File: config.mk
export PLATFORM = sky130hd
export DESIGN_NAME = ftm_counter_pwm
export DESIGN_NICKNAME = d
export VERILOG_FILES = /design/src/rtl/ftm_counter_pwm.sv
export SDC_FILE = /design/constraint.sdc
export NUM_CORES = 1
export LEC_CHECK = 0
export BUFFER_PORTS_ARGS = -buffer_cell sky130_fd_sc_hd__buf_2
export CAP_MARGIN = 20
export CORE_MARGIN = 5
export CORE_UTILIZATION = 40
export CTS_CLUSTER_SIZE = 28
export DETAILED_ROUTE_END_ITERATION = 7
export PLACE_DENSITY_LB_ADDON = 0.12
export SLEW_MARGIN = 15
export SYNTH_ARGS = -nofsm -noshare
export SYNTH_HDL_FRONTEND = slang
export SYNTH_SLANG_ARGS = --single-unit
File: constraint.sdc
create_clock -name clk -period 2.9 [get_ports clk]
set_clock_uncertainty 0.15 [all_clocks]
set_input_delay 0.29 -clock clk [delete_from_list [all_inputs] [get_ports clk]]
set_output_delay 0.29 -clock clk [all_outputs]
set_load 0.005 [all_outputs]
File: src/rtl/ftm_counter_pwm.sv
// Flex Timer counter and PWM core: prescaler, up-counter with CNTIN/MOD reload,
// double-buffered MOD/CnV registers, sticky TOF and edge-aligned PWM outputs.
module ftm_counter_pwm #(
    parameter int unsigned NCH = 8,
    parameter int unsigned CW  = 16
) (
    input  logic           clk,
    input  logic           rst_n,
    input  logic           wr_en,
    input  logic           rd_en,
    input  logic [4:0]     reg_sel,
    input  logic [31:0]    data,
    output logic [31:0]    rd_data,
    output logic [NCH-1:0] ch_out,
    output logic [CW-1:0]  cnt,
    output logic           tof_pulse
);

    logic [2:0]     ps_q, ps_d;
    logic [1:0]     clks_q, clks_d;
    logic           tof_q, tof_d;
    logic [6:0]     presc_q, presc_d;
    logic [CW-1:0]  cnt_q, cnt_d;
    logic [CW-1:0]  cntin_q, cntin_d;
    logic [CW-1:0]  mod_buf_q, mod_buf_d;
    logic [CW-1:0]  mod_act_q, mod_act_d;
    logic [CW-1:0]  cnv_buf_q [NCH];
    logic [CW-1:0]  cnv_buf_d [NCH];
    logic [CW-1:0]  cnv_act_q [NCH];
    logic [CW-1:0]  cnv_act_d [NCH];
    logic [NCH-1:0] ch_q, ch_d;
    logic [31:0]    rd_q, rd_d;
    logic           tofp_q, tofp_d;

    logic           wr_sc, wr_cnt, wr_mod, wr_cntin;
    logic [NCH-1:0] wr_cnv;
    logic           running, tick, at_end, reload, load_act;
    logic [6:0]     presc_lim;

    // Register-write decode, prescaler tick and reload detection
    always_comb begin
        wr_sc    = wr_en && (reg_sel == 5'd0);
        wr_cnt   = wr_en && (reg_sel == 5'd1);
        wr_mod   = wr_en && (reg_sel == 5'd2);
        wr_cntin = wr_en && (reg_sel == 5'd3);
        for (int n = 0; n < NCH; n++) begin
            wr_cnv[n] = wr_en && (reg_sel == 5'(4 + n));
        end
        running   = (clks_q != 2'b00);
        // 2^PS-1 in 7 bits; PS=7 wraps 1<<7 to 0 and yields 127 as required
        presc_lim = (7'd1 << ps_q) - 7'd1;
        tick      = running && (presc_q == presc_lim);
        at_end    = (cnt_q == mod_act_q) || (cnt_q == '1);
        // A CNT write overrides the tick, so that cycle never counts as a reload
        reload    = tick && at_end && !wr_cnt;
        load_act  = reload || wr_cnt;
    end

    // Next-state for control, counter and buffered compare registers
    always_comb begin
        ps_d      = ps_q;
        clks_d    = clks_q;
        tof_d     = tof_q;
        presc_d   = presc_q;
        cnt_d     = cnt_q;
        cntin_d   = cntin_q;
        mod_buf_d = mod_buf_q;
        mod_act_d = mod_act_q;
        for (int n = 0; n < NCH; n++) begin
            cnv_buf_d[n] = cnv_buf_q[n];
            cnv_act_d[n] = cnv_act_q[n];
        end

        if (running) begin
            presc_d = tick ? 7'd0 : presc_q + 7'd1;
        end

        if (wr_sc) begin
            ps_d   = data[2:0];
            clks_d = data[4:3];
            if (!data[7]) begin
                tof_d = 1'b0;
            end
            if (data[2:0] != ps_q) begin
                presc_d = 7'd0;
            end
        end
        // Hardware set wins over a simultaneous software clear
        if (reload) begin
            tof_d = 1'b1;
        end

        if (wr_cnt) begin
            cnt_d = cntin_q;
        end else if (tick) begin
            cnt_d = at_end ? cntin_q : cnt_q + CW'(1);
        end

        // Copy the pre-edge buffers; a same-cycle write lands in the buffer only
        if (load_act) begin
            mod_act_d = mod_buf_q;
            for (int n = 0; n < NCH; n++) begin
                cnv_act_d[n] = cnv_buf_q[n];
            end
        end

        if (wr_mod) begin
            mod_buf_d = data[CW-1:0];
            if (!running) begin
                mod_act_d = data[CW-1:0];
            end
        end
        for (int n = 0; n < NCH; n++) begin
            if (wr_cnv[n]) begin
                cnv_buf_d[n] = data[CW-1:0];
                if (!running) begin
                    cnv_act_d[n] = data[CW-1:0];
                end
            end
        end

        if (wr_cntin) begin
            cntin_d = data[CW-1:0];
        end
    end

    // PWM compare, overflow pulse and read mux (all from pre-edge values)
    always_comb begin
        for (int n = 0; n < NCH; n++) begin
            ch_d[n] = (cnt_q < cnv_act_q[n]);
        end
        tofp_d = reload;
        rd_d   = rd_q;
        if (rd_en) begin
            rd_d = 32'd0;
            case (reg_sel)
                5'd0:    rd_d = {24'd0, tof_q, 2'b00, clks_q, ps_q};
                5'd1:    rd_d = 32'(cnt_q);
                5'd2:    rd_d = 32'(mod_buf_q);
                5'd3:    rd_d = 32'(cntin_q);
                default: rd_d = 32'd0;
            endcase
            for (int n = 0; n < NCH; n++) begin
                if (reg_sel == 5'(4 + n)) begin
                    rd_d = 32'(cnv_buf_q[n]);
                end
            end
        end
    end

    // State registers with asynchronous active-low clear
    always_ff @(posedge clk or negedge rst_n) begin
        if (!rst_n) begin
            ps_q      <= '0;
            clks_q    <= '0;
            tof_q     <= 1'b0;
            presc_q   <= '0;
            cnt_q     <= '0;
            cntin_q   <= '0;
            mod_buf_q <= '0;
            mod_act_q <= '0;
            for (int n = 0; n < NCH; n++) begin
                cnv_buf_q[n] <= '0;
                cnv_act_q[n] <= '0;
            end
            ch_q      <= '0;
            rd_q      <= '0;
            tofp_q    <= 1'b0;
        end else begin
            ps_q      <= ps_d;
            clks_q    <= clks_d;
            tof_q     <= tof_d;
            presc_q   <= presc_d;
            cnt_q     <= cnt_d;
            cntin_q   <= cntin_d;
            mod_buf_q <= mod_buf_d;
            mod_act_q <= mod_act_d;
            for (int n = 0; n < NCH; n++) begin
                cnv_buf_q[n] <= cnv_buf_d[n];
                cnv_act_q[n] <= cnv_act_d[n];
            end
            ch_q      <= ch_d;
            rd_q      <= rd_d;
            tofp_q    <= tofp_d;
        end
    end

    assign rd_data   = rd_q;
    assign ch_out    = ch_q;
    assign cnt       = cnt_q;
    assign tof_pulse = tofp_q;

endmodule

# [Yosys cells after proc, flatten, opt, wreduce, memory -nomap -nowiden]
# Cells that the tools add are included.
[totals] input_bits=41 output_inout_bits=57 wordCells=117 register_bits=374
[classes] n_reduce_logical=23 eq_ne=16 magnitude_cmp=8 mux=39 add_sub_neg=3 shift=1
[ops] operator="$mux 16" count=22
[ops] operator="$mux 32" count=8
[ops] operator="$lt 16x16->1" count=8
[ops] operator="$mux 128" count=1
[ops] operator="$pmux 16 s4" count=1
[ops] operator="$mux 7" count=4
[ops] operator="$eq 5x3->1 const B" count=4
[ops] operator="$eq 5x4->1 const B" count=4
[ops] operator="$add 16x1->16 const B" count=1
[ops] operator="$eq 16x16->1" count=1
[ops] operator="$eq 16x16->1 const B" count=1
[ops] operator="$logic_and 1x1->1" count=15
[ops] operator="$eq 5x2->1 const B" count=2
[ops] operator="$add 7x1->7 const B" count=1
[ops] operator="$eq 7x7->1" count=1
[ops] operator="$shl 1x3->7 const A" count=1
[ops] operator="$sub 7x1->7 const B" count=1
[ops] operator="$reduce_bool 2->1" count=3
[ops] operator="$eq 5x1->1 const B" count=1
[ops] operator="$logic_not 5->1" count=1
[ops] operator="$mux 1" count=3
[ops] operator="$ne 3x3->1" count=1
[ops] operator="$logic_or 1x1->1" count=2
[ops] operator="$ne 2x1->1 const B" count=1
[ops] operator="2 further kinds" count=2

# [Depth between registers and ports, before layout]
[depth] depth_word=10 mapped_depth=11 ltp_nobuf=8

# [Worst setup path after synthesis]
# OpenSTA, ideal clock, no wires.
[synth_path] path_kind="register to register" startpoint="register cnt_q[3] (netlist: cnt[3])" endpoint="register cnv_act_q[19] (netlist name)" path_stages_with_launch=12 setup_time_ns=0.137 path_buffers=4 period_less_slack_ns=2.498 t_required_ns=2.613 arrival_time_ns=2.211 path_slack_ns=0.402 path_cell_list="dfrtp_1 -> clkbuf_1 -> and3_1 -> nand4_1 -> nor2_1 -> a21oi_1 -> o21ai_1 -> buf_4 -> buf_12 -> buf_6 -> mux2i_1 -> a21oi_1"
[synth_rtl] item="from (decl)" line_no="23" rtl="logic [CW-1:0] cnt_q, cnt_d;"
[synth_rtl] item="from (signal assigned)" line_no="174" rtl="cnt_q <= cnt_d;"
[synth_rtl] item="to (signal, indexed assignment)" line_no="180" rtl="cnv_act_q[n] <= cnv_act_d[n];"
[synth_rtl] item="to (decl)" line_no="29" rtl="logic [CW-1:0] cnv_act_q [NCH];"

==> flow_metrics.env <==
export IMPL_status="finished, final reports clean"
export IMPL_start_util_pct=40.4
export IMPL_antenna_found_initial=1
export IMPL_ys_top_cells_by_count="dfrtp_1 (358), mux2_2 (184), nor2_1 (180)"
export IMPL_coreArea_um2=50100
export IMPL_slew_headroom_pct=51.7
export IMPL_rr_startpoint="cnt[1]"
export IMPL_total_power_mw=18.9
export IMPL_drt_iter0_drc=961
export IMPL_dp_cells=2689
export IMPL_final_antenna_net_count=0
export IMPL_cts_tree="built"
export IMPL_grt_pass1_wl_um=95500
export IMPL_gr_usage_all_layers_pct=22.2
export IMPL_antennaDiodeCount=0
export IMPL_register_area_um2=8960
export IMPL_syn_inst=1988
export IMPL_async_flop_share_pct=100
export IMPL_cts_htree_levels=2
export IMPL_rows=82
export IMPL_hpwl_um=43300
export IMPL_wl_um=62400
export IMPL_portBuffers=65
export IMPL_pre_cts_ws_ns=0.178
export IMPL_critPathLaunchType="flop"
export IMPL_place_area_um2=21600
export IMPL_ios=98
export IMPL_yosysWarnings=0
export IMPL_postCtsSetupBuffers=0
export IMPL_synth_edf_count=0
export IMPL_path_clk_slew_ns=0.06
export IMPL_crit_type="flop to flop"
export IMPL_setup_worst_path_start="cnt[1]"
export IMPL_drv_slew=0
export IMPL_synth_seq_area_share_pct=44.3
export IMPL_tightestPinTransition_ns=0.725
export IMPL_avgSynthCellArea_um2=10.2
export IMPL_grt_max_degree=93
export IMPL_worst_setup_path_end_kind="flop"
export IMPL_r2r_cells=9
export IMPL_die_h_um=235
export IMPL_vias_per_cell=5.43
export IMPL_dieArea_um2=55100
export IMPL_gp_congestion=0.831
export IMPL_ir_drop_mv=0.461
export IMPL_yosys_register_bits=358
export IMPL_synth_main_ff_cell="dfrtp_1"
export IMPL_holdPathEnd="mod_act_q[3]"
export IMPL_cts_made_buffers=43
export IMPL_fin_ws_ns=0.154
export IMPL_root_buffer="clkbuf_16"
export IMPL_drc_errors=0
export IMPL_cp_required_ns=3.18
export IMPL_cts_sinks=358
export IMPL_postLayoutCellArea_um2=23200
export IMPL_p_leak_nw=10.6
export IMPL_drive_gt1_share_pct=20.1
export IMPL_overflow=0
export IMPL_num_vias=15031
export IMPL_fillers=4797
export IMPL_cp_max_fo=23
export IMPL_fin_crit_sh_pct=94.7
export IMPL_firstDrtPassIters=5
export IMPL_fin_nets=2228
export IMPL_synth_cell_types=62
export IMPL_finalNonFillerCells=2769
export IMPL_clock_latency_ns=0.56
export IMPL_fin_crit_ns=2.75
export IMPL_clock_fmax_mhz=364
export IMPL_post_synth_top_count_cell="dfrtp_1"
export IMPL_fin_util_pct=46.3
export IMPL_routedWlPerCell_um=22.5
export IMPL_grt_pass1_vias=14969
export IMPL_maxCapViolations=0
export IMPL_reg2reg_to="cnv_act_q[60]"
export IMPL_finalSetupViolations=0
export IMPL_min_delay_start="data[3]"
export IMPL_multi_input_area_um2=10100
export IMPL_rrSetupSlack_ns=0.15
export IMPL_cts_buffer_depth=3
export IMPL_hold_viol=0
export IMPL_synth_top_area_share_pct=44.3
export IMPL_syn2layout_area_growth_pct=14.6
export IMPL_synth_area_um2=20200
export IMPL_hp_class="input pin to flop"
export IMPL_holdPathStages=3
export IMPL_ys_top_cells_by_area="dfrtp_1 (44%), mux2_2 (10%), mux2i_1 (7.9%), ha_1 (7.6%), a21oi_1 (4.2%)"
export IMPL_die_w_um=235
export IMPL_synth_largest_area_cell="dfrtp_1"
export IMPL_power_density_nw_per_um2=817
export IMPL_critPathArrivalTime_ns=3.02
-- report_power, final --
part	internal [mW]	switching [mW]
Combinational	2.69	3.21
Clock	3.49	2.19
Sequential	6.37	0.985
Total	12.5	6.39
-- per-layer routing --
layer  GRT usage [%]  vias to the layer above  part of all wire [%]
met1            31.2                     7513                    46
met4            6.80                        0                   2.7
met3            2.98                       80                   4.1
met2            36.1                      327                    47
li1                -                     7111                     -
met5               0                        -                     0
-- critical path, stage by stage, from the launching register on --
cell     delay (ns)
dfrtp_1        0.43
xnor2_1        0.29
nand4_1        0.15
nor4_1         0.40
a21oi_1        0.17
o21ai_4        0.23
buf_12         0.22
buf_12         0.22
mux2i_1        0.22
a21oi_1        0.08
-- layout by cell type, fill, tap and decap left out, types with 8 or more instances in the layout --
| cell type | synthesis | routed |
|---|---|---|
| a211oi_1 | 8 | 8 |
| a21o_1 | 38 | 38 |
| a21oi_1 | 169 | 169 |
| a22oi_1 | 16 | 16 |
| and3_1 | 10 | 10 |
| buf_12 | 1 | 18 |
| buf_2 | 8 | 64 |
| buf_4 | 23 | 76 |
| clkbuf_1 | 88 | 9 |
| clkbuf_16 | 0 | 45 |
| clkbuf_8 | 0 | 12 |
| conb_1 | 1 | 16 |
| dfrtp_1 | 358 | 358 |
| ha_1 | 122 | 122 |
| inv_1 | 138 | 138 |
| mux2_2 | 184 | 184 |
| mux2i_1 | 159 | 159 |
| nand2_1 | 99 | 99 |
| nand2b_1 | 21 | 21 |
| nand3_1 | 27 | 27 |
| nand4_1 | 20 | 20 |
| nor2_1 | 180 | 179 |
| nor2b_1 | 13 | 13 |
| nor3_1 | 11 | 11 |
| nor4_1 | 17 | 17 |
| o21a_1 | 17 | 17 |
| o21ai_0 | 98 | 97 |
| o221ai_1 | 15 | 15 |
| o22ai_1 | 12 | 12 |
| xnor2_1 | 32 | 32 |
-- sequential cells by signal (all words and copies together), names as in the netlist --
| name | cells |
|---|---|
| mod_act_q | 16 |
| cnv_act_q | 128 |
| tof_pulse | 1 |
| cnt | 16 |
| ch_out | 8 |
| tof_q | 1 |
| cntin_q | 16 |
| rd_data | 16 |
| cnv_buf_q | 128 |
| ps_q | 3 |
| presc_q | 7 |
| mod_buf_q | 16 |
| clks_q | 2 |
-- cell type report --
cell class              instances  share of cell area, %
multi-input cells            1361                   43.4
inverters                     139                   2.25
well taps                     672                   3.63
repair buffers                162                   5.62
flip-flops and latches        358                   38.7
clock buffers                  66                   5.72
clock inverters                11                  0.670
-- through the flow --
step	hold slack (ns)	setup TNS [ns]
4_1_cts	0.0129	0
3_5_place_dp	0.0137	0
6_report	0.0379	0
5_1_grt	0.0307	-0.104
3_3_place_gp	0.0126	0
2_1_floorplan	-0.156	0
-- worst max-delay path by stage --
stage	endpoint	depth (start not counted)
6_report	cnv_act_q[60]	9
5_1_grt	cnt[3]	8
4_1_cts	cnv_act_q[60]	8
3_5_place_dp	cnv_act_q[5]	8
3_3_place_gp	presc_q[6]	8
2_1_floorplan	cnv_act_q[19]	11
-- cell families after synthesis --
kind of cell             after synthesis  share of synthesized area (%)
other                                  1                         0.0185
buffers and inverters                284                           6.29
AO/OA/AOI/OAI                        424                           12.7
adder cells (fa/ha/maj)              122                           7.55
AND/OR/NAND/NOR                      419                           9.35
flip-flops                           358                           44.3
XOR/XNOR                              36                           1.56
multiplexers                         344                           18.2
-- timing repair --
item | in CTS | in global routing
endpoints found under the hold margin | 312 | 0
gates resized for setup | 0 | 4
hold buffers | 2 | 0
setup endpoints to repair | 0 | 95
Power figures use the tool's default switching activity.
